### src/rtl/ifns_pkg.sv
// Shared constants, state encoding and forbidden-transition check for the
// 24-bit IFNS codeword to 17-bit data decoder.
package ifns_pkg;

  localparam int CW     = 24;
  localparam int DW     = 17;
  localparam int AW     = 18;
  localparam int MAXVAL = 131071;

  // Weight of codeword bit k-1 (d_k): F(k) for k = 1..23, then 75025 for d24.
  localparam logic [AW-1:0] FIB_W [0:CW-1] = '{
    18'd1,     18'd1,     18'd2,     18'd3,     18'd5,     18'd8,
    18'd13,    18'd21,    18'd34,    18'd55,    18'd89,    18'd144,
    18'd233,   18'd377,   18'd610,   18'd987,   18'd1597,  18'd2584,
    18'd4181,  18'd6765,  18'd10946, 18'd17711, 18'd28657, 18'd75025
  };

  typedef enum logic [1:0] {
    IDLE = 2'd0,
    ACC  = 2'd1,
    DONE = 2'd2
  } ifns_state_t;

  // A pair of adjacent wires that both toggle into opposite values (01<->10).
  function automatic logic ft_check(input logic [CW-1:0] prev, input logic [CW-1:0] cur);
    logic ft;
    ft = 1'b0;
    for (int i = 0; i < CW - 1; i++) begin
      ft = ft | ((prev[i] ^ cur[i]) & (prev[i+1] ^ cur[i+1]) & (cur[i] ^ cur[i+1]));
    end
    return ft;
  endfunction

endpackage

### src/rtl/ifns_chunk_sum.sv
// Combinational weighted sum of one G-bit slice of the codeword, the slice
// being selected by the current accumulation step.
module ifns_chunk_sum
  import ifns_pkg::*;
#(
  parameter int G     = 6,
  parameter int STEPW = 2
) (
  input  logic [CW-1:0]    cw,
  input  logic [STEPW-1:0] step,
  output logic [AW-1:0]    sum
);

  logic [4:0]    base;
  logic [AW-1:0] term [G];

  assign base = 5'(step) * 5'(G);

  generate
    for (genvar gi = 0; gi < G; gi++) begin : g_term
      logic [4:0] idx;
      assign idx      = base + 5'(gi);
      assign term[gi] = cw[idx] ? FIB_W[idx] : '0;
    end
  endgenerate

  always_comb begin
    sum = '0;
    for (int j = 0; j < G; j++) begin
      sum = sum + term[j];
    end
  end

endmodule

### src/rtl/ifns_decoder_24to17_seq.sv
// Multi-cycle IFNS decoder: accepts a 24-bit codeword, accumulates its
// Fibonacci-weighted value G bits per cycle and flags range/transition errors.
module ifns_decoder_24to17_seq
  import ifns_pkg::*;
#(
  parameter int G = 6
) (
  input  logic          clk,
  input  logic          rst,
  input  logic          in_valid,
  output logic          in_ready,
  input  logic [23:0]   in_cw,
  output logic          out_valid,
  input  logic          out_ready,
  output logic [16:0]   out_data,
  output logic          out_range_err,
  output logic          out_ft_err
);

  localparam int NSTEP = CW / G;
  localparam int STEPW = (NSTEP > 1) ? $clog2(NSTEP) : 1;
  localparam logic [STEPW-1:0] LAST_STEP = STEPW'(NSTEP - 1);

  ifns_state_t      state_q, state_d;
  logic [CW-1:0]    cw_q, cw_d;
  logic [CW-1:0]    prev_q, prev_d;
  logic [AW-1:0]    acc_q, acc_d;
  logic [STEPW-1:0] step_q, step_d;
  logic             ft_q, ft_d;
  logic             out_valid_q, out_valid_d;
  logic [DW-1:0]    out_data_q, out_data_d;
  logic             out_range_q, out_range_d;
  logic             out_ft_q, out_ft_d;

  logic [AW-1:0]    chunk_sum;
  logic [AW-1:0]    acc_sum;

  ifns_chunk_sum #(
    .G     (G),
    .STEPW (STEPW)
  ) u_chunk_sum (
    .cw   (cw_q),
    .step (step_q),
    .sum  (chunk_sum)
  );

  // 18 bits hold the largest possible sum (150049), so this never wraps.
  assign acc_sum = acc_q + chunk_sum;

  always_comb begin
    state_d     = state_q;
    cw_d        = cw_q;
    prev_d      = prev_q;
    acc_d       = acc_q;
    step_d      = step_q;
    ft_d        = ft_q;
    out_valid_d = out_valid_q;
    out_data_d  = out_data_q;
    out_range_d = out_range_q;
    out_ft_d    = out_ft_q;

    case (state_q)
      IDLE: begin
        if (in_valid) begin
          cw_d    = in_cw;
          prev_d  = in_cw;
          ft_d    = ft_check(prev_q, in_cw);
          acc_d   = '0;
          step_d  = '0;
          state_d = ACC;
        end
      end
      ACC: begin
        acc_d  = acc_sum;
        step_d = step_q + STEPW'(1);
        if (step_q == LAST_STEP) begin
          // All result fields update together so the consumer sees one word.
          step_d      = '0;
          state_d     = DONE;
          out_valid_d = 1'b1;
          out_data_d  = acc_sum[DW-1:0];
          out_range_d = (acc_sum > AW'(MAXVAL));
          out_ft_d    = ft_q;
        end
      end
      DONE: begin
        if (out_ready) begin
          out_valid_d = 1'b0;
          state_d     = IDLE;
        end
      end
      default: begin
        state_d = IDLE;
      end
    endcase
  end

  always_ff @(posedge clk) begin
    if (rst) begin
      state_q     <= IDLE;
      cw_q        <= '0;
      prev_q      <= '0;
      acc_q       <= '0;
      step_q      <= '0;
      ft_q        <= 1'b0;
      out_valid_q <= 1'b0;
      out_data_q  <= '0;
      out_range_q <= 1'b0;
      out_ft_q    <= 1'b0;
    end else begin
      state_q     <= state_d;
      cw_q        <= cw_d;
      prev_q      <= prev_d;
      acc_q       <= acc_d;
      step_q      <= step_d;
      ft_q        <= ft_d;
      out_valid_q <= out_valid_d;
      out_data_q  <= out_data_d;
      out_range_q <= out_range_d;
      out_ft_q    <= out_ft_d;
    end
  end

  assign in_ready      = (state_q == IDLE);
  assign out_valid     = out_valid_q;
  assign out_data      = out_data_q;
  assign out_range_err = out_range_q;
  assign out_ft_err    = out_ft_q;

endmodule
### config.mk
export PLATFORM = sky130hd
export DESIGN_NAME = ifns_decoder_24to17_seq
export DESIGN_NICKNAME = d
export VERILOG_FILES = /design/src/rtl/ifns_pkg.sv /design/src/rtl/ifns_chunk_sum.sv /design/src/rtl/ifns_decoder_24to17_seq.sv
export SDC_FILE = /design/constraint.sdc
export NUM_CORES = 1
export LEC_CHECK = 0
export ABC_CLOCK_PERIOD_IN_PS = 8900
export CAP_MARGIN = 20
export CORE_MARGIN = 10
export CORE_UTILIZATION = 50
export CTS_CLUSTER_DIAMETER = 60
export DETAILED_ROUTE_END_ITERATION = 10
export MAX_ROUTING_LAYER = met4
export PLACE_DENSITY = 0.67
export SYNTH_ARGS = -nofsm -noshare
export SYNTH_HDL_FRONTEND = slang
export SYNTH_SLANG_ARGS = --single-unit
### constraint.sdc
create_clock -name clk -period 8.9 [get_ports clk]
set_input_delay 0.89 -clock clk [delete_from_list [all_inputs] [get_ports clk]]
set_output_delay 0.89 -clock clk [all_outputs]
set_load 0.03 [all_outputs]
==> impl_metrics.csv <==
group,metric,value,unit
cts,root_buffer,"clkbuf_16",
synth,async_flop_share,0,
min_path,hold_path.class,"reg -> reg",
job,drv_cap,0,
synth,synth_area,0.00682,sq mm
cts,clockBufferDepth,2,
final_layout,layout-drive-gt1-share,0.0543,
floorplanning,pin_count,49,
pwr,p_leak,3.55,nW
grt,grt_pass1_wl,31100,um
synth,yosysMostFrequentCell,"nand2_1",
synth,synth_common_cells,"nand2_1 (141), inv_1 (121), fa_1 (74)",
routing,vias,5756,
routing,antenna_left,0,
sta,finalSetupTns,0,ps
final_layout,nets,981,
floorplanning,fp-row-count,42,
placed_design,hpwlAfterDp,15400,um
worst_setup_path,end_kind,"flip-flop",
worst_setup_path,path_class,"reg -> reg",
synth,synth.area.top_cells,"fa_1 (22%), dfxtp_1 (20%), nand2_1 (7.8%), inv_1 (6.7%), ha_1 (6.2%)",
pwr,pwr-share-comb,0.248,
synth,ys_warn_count,0,
cts,clock_latency,330,ps
final_layout,diodes,0,
routing,drt-initial-drc-count,560,
sta,finalHoldViolCount,0,
final_layout,finalNonFillerCells,1023,
sta,timing.fmax,0.135,GHz
sta,rsz0062_at_grt,"false",
synth,yosysTopAreaCell,"fa_1",
pwr,p_switching,0.282,mW
cts,cts_tree,"done",
cts,cts.sinks,67,
sta,min_period_over_period,0.835,
sta,setup_viol,0,
final_layout,final_util,0.581,
cts,numCtsBuffers,9,
pwr,irDropWorstVdd,0.131,mV
cts,clk_pin_slew_worst_paths,50,ps
synth,synth_edf_count,0,
cts,postCtsHoldBufs,0,
grt,grt_pass1_vias,5693,
synth,ys_seq_area_frac,0.197,
sta,slew_headroom,0.295,
sta,fin_skew,6.97,ps
floorplanning,die_area,0.0187,sq mm
sta,period_needed,7430,ps
pwr,seq_power_share,0.350,
routing,remaining_drc_errors,0,
pwr,p_sw_frac,0.301,
cts,ctsResizeCount,0,
sta,worst_pin_slew,1060,ps
routing,drt_wl_total,19100,um
floorplanning,start_util,0.513,
routing,dr.pass1.iters,6,
synth,synth_seq_cells,67,
floorplanning,die_h,137,um
grt,grt_use_total,0.217,
synth,avgSynthCellArea,8.37,sq um
pwr,clockPowerShare,0.402,
placed_design,routabilityCongestion,0.936,
worst_setup_path,required,9180,ps
worst_setup_path,cp_max_fo,24,
placed_design,dp_cells,1010,
synth,syn_inst,815,
routing,post_drt_wl_per_cell,18.7,um
pwr,p_int,0.655,mW
grt,grt_max_degree,70,
grt,antenna_found_initial,0,
cts,htreeDepth,3,
synth,ys.flop_type,"dfxtp_1",
worst_setup_path,worst_setup_path_start_kind,"flip-flop",
status,status,"finished, final reports clean",
sta,drv_slew,0,
routing,vias_per_cell,5.63,
floorplanning,die_width,137,um
grt,overflow,0,
synth,synth_top_area_frac,0.217,
sta,finalHoldWorstSlack,459,ps
pwr,power_density,121,mW/mm^2
floorplanning,core,0.0133,sq mm
worst_setup_path,crit_arrival,7710,ps
placed_design,port_buffers,48,
final_layout,syn_to_final_growth,13.2,%
cts,post-cts-setup-buffers,0,
synth,synthDistinctLibCells,61,
-- layout make-up --
class | count | area (sq um)
timing repair buffer | 53 | 533
clock buffer | 10 | 239
clock inverter | 3 | 65.1
fill | 1202 | 5570
tap | 176 | 220
multi-input combinational | 592 | 4860
sequential | 67 | 1340
inverter | 122 | 458
-- final timing paths --
path	from	cells past startpoint	end	slack (ps)
setup / recovery	step_q[0]	19	out_data[13]	1470
hold / removal	acc_q[11]	2	acc_q[11]	460
setup reg to reg	step_q[0]	19	out_data[13]	1470
hold reg to reg	acc_q[11]	2	acc_q[11]	460
-- cells in the final DEF (no fill, tap or decap), types with 4 or more instances in the layout --
master,n
clkbuf_16,9
fa_1,74
a21oi_1,67
a21o_1,6
xor2_1,5
and3_1,8
nand3b_1,9
nor2_1,31
dfxtp_1,67
o21a_1,5
clkdlybuf4s50_1,47
nand2b_1,32
nand3_1,18
nor2b_1,7
nor3_1,6
mux2i_1,11
a211o_1,7
nand2_1,141
o21ai_0,25
buf_4,4
a31oi_1,6
mux4_2,16
a211oi_1,9
a22o_1,5
inv_1,121
ha_1,34
xnor2_1,13
and2_1,8
-- cell families after synthesis --
group | after synthesis | synth area share
AND/OR/NAND/NOR | 279 | 0.194
AO/OA/AOI/OAI | 157 | 0.142
buffers and inverters | 157 | 0.0910
adder cells (fa/ha/maj) | 108 | 0.279
flip-flops | 67 | 0.197
multiplexers | 28 | 0.0728
XOR/XNOR | 18 | 0.0231
other | 1 | 0.000550
-- flip-flops by register name, summed over array words and instances, names as in the netlist --
register	cells
acc_q	18
ft_q	1
out_data	17
out_ft_err	1
out_range_err	1
out_valid	1
prev_q	24
state_q	2
step_q	2
-- worst max-delay path, cell delays in order, from the launching register on --
cell      delay [ps]
dfxtp_1          320
buf_4            330
ha_1             690
inv_2            230
ha_1             430
o21ai_0          720
buf_4            280
o211ai_1         120
fa_1             540
inv_1             60
fa_1             510
fa_1             530
fa_1             570
fa_1             510
a211oi_1         270
o21bai_1         130
o21ai_1          360
o21ai_0          260
nor4b_1          350
a211o_1          150
-- metrics by stage --
| stage | worst slack [ps] | cell area (sq um) | power (mW) |
|---|---|---|---|
| after global placement | 1530 | 7380 | 0.554 |
| after detailed placement | 1680 | 7420 | 0.562 |
| after global routing | 1100 | 7720 | 0.982 |
| after CTS | 1590 | 7720 | 0.940 |
| after floorplan | 2510 | 6830 | 0.490 |
| final | 1470 | 7720 | 0.937 |
-- power by group through the flow --
stage | Clock [mW] | Combinational [mW] | Sequential [mW]
after floorplan | 0 | 0.162 | 0.328
after global placement | 0 | 0.222 | 0.333
after detailed placement | 0 | 0.228 | 0.333
after CTS | 0.381 | 0.232 | 0.327
after global routing | 0.392 | 0.260 | 0.330
final | 0.376 | 0.233 | 0.328
-- routing by layer --
layer / vias up / global-route usage / share of wire / routed length, um
met5: - / - / 0 / 0
met4: 0 / 0.0720 / 0.027 / 524
met3: 28 / 0.0334 / 0.066 / 1270
met2: 220 / 0.292 / 0.41 / 7830
met1: 2781 / 0.323 / 0.50 / 9510
li1: 2727 / - / - / -
Note: power is estimated with default switching activity, not from simulation.
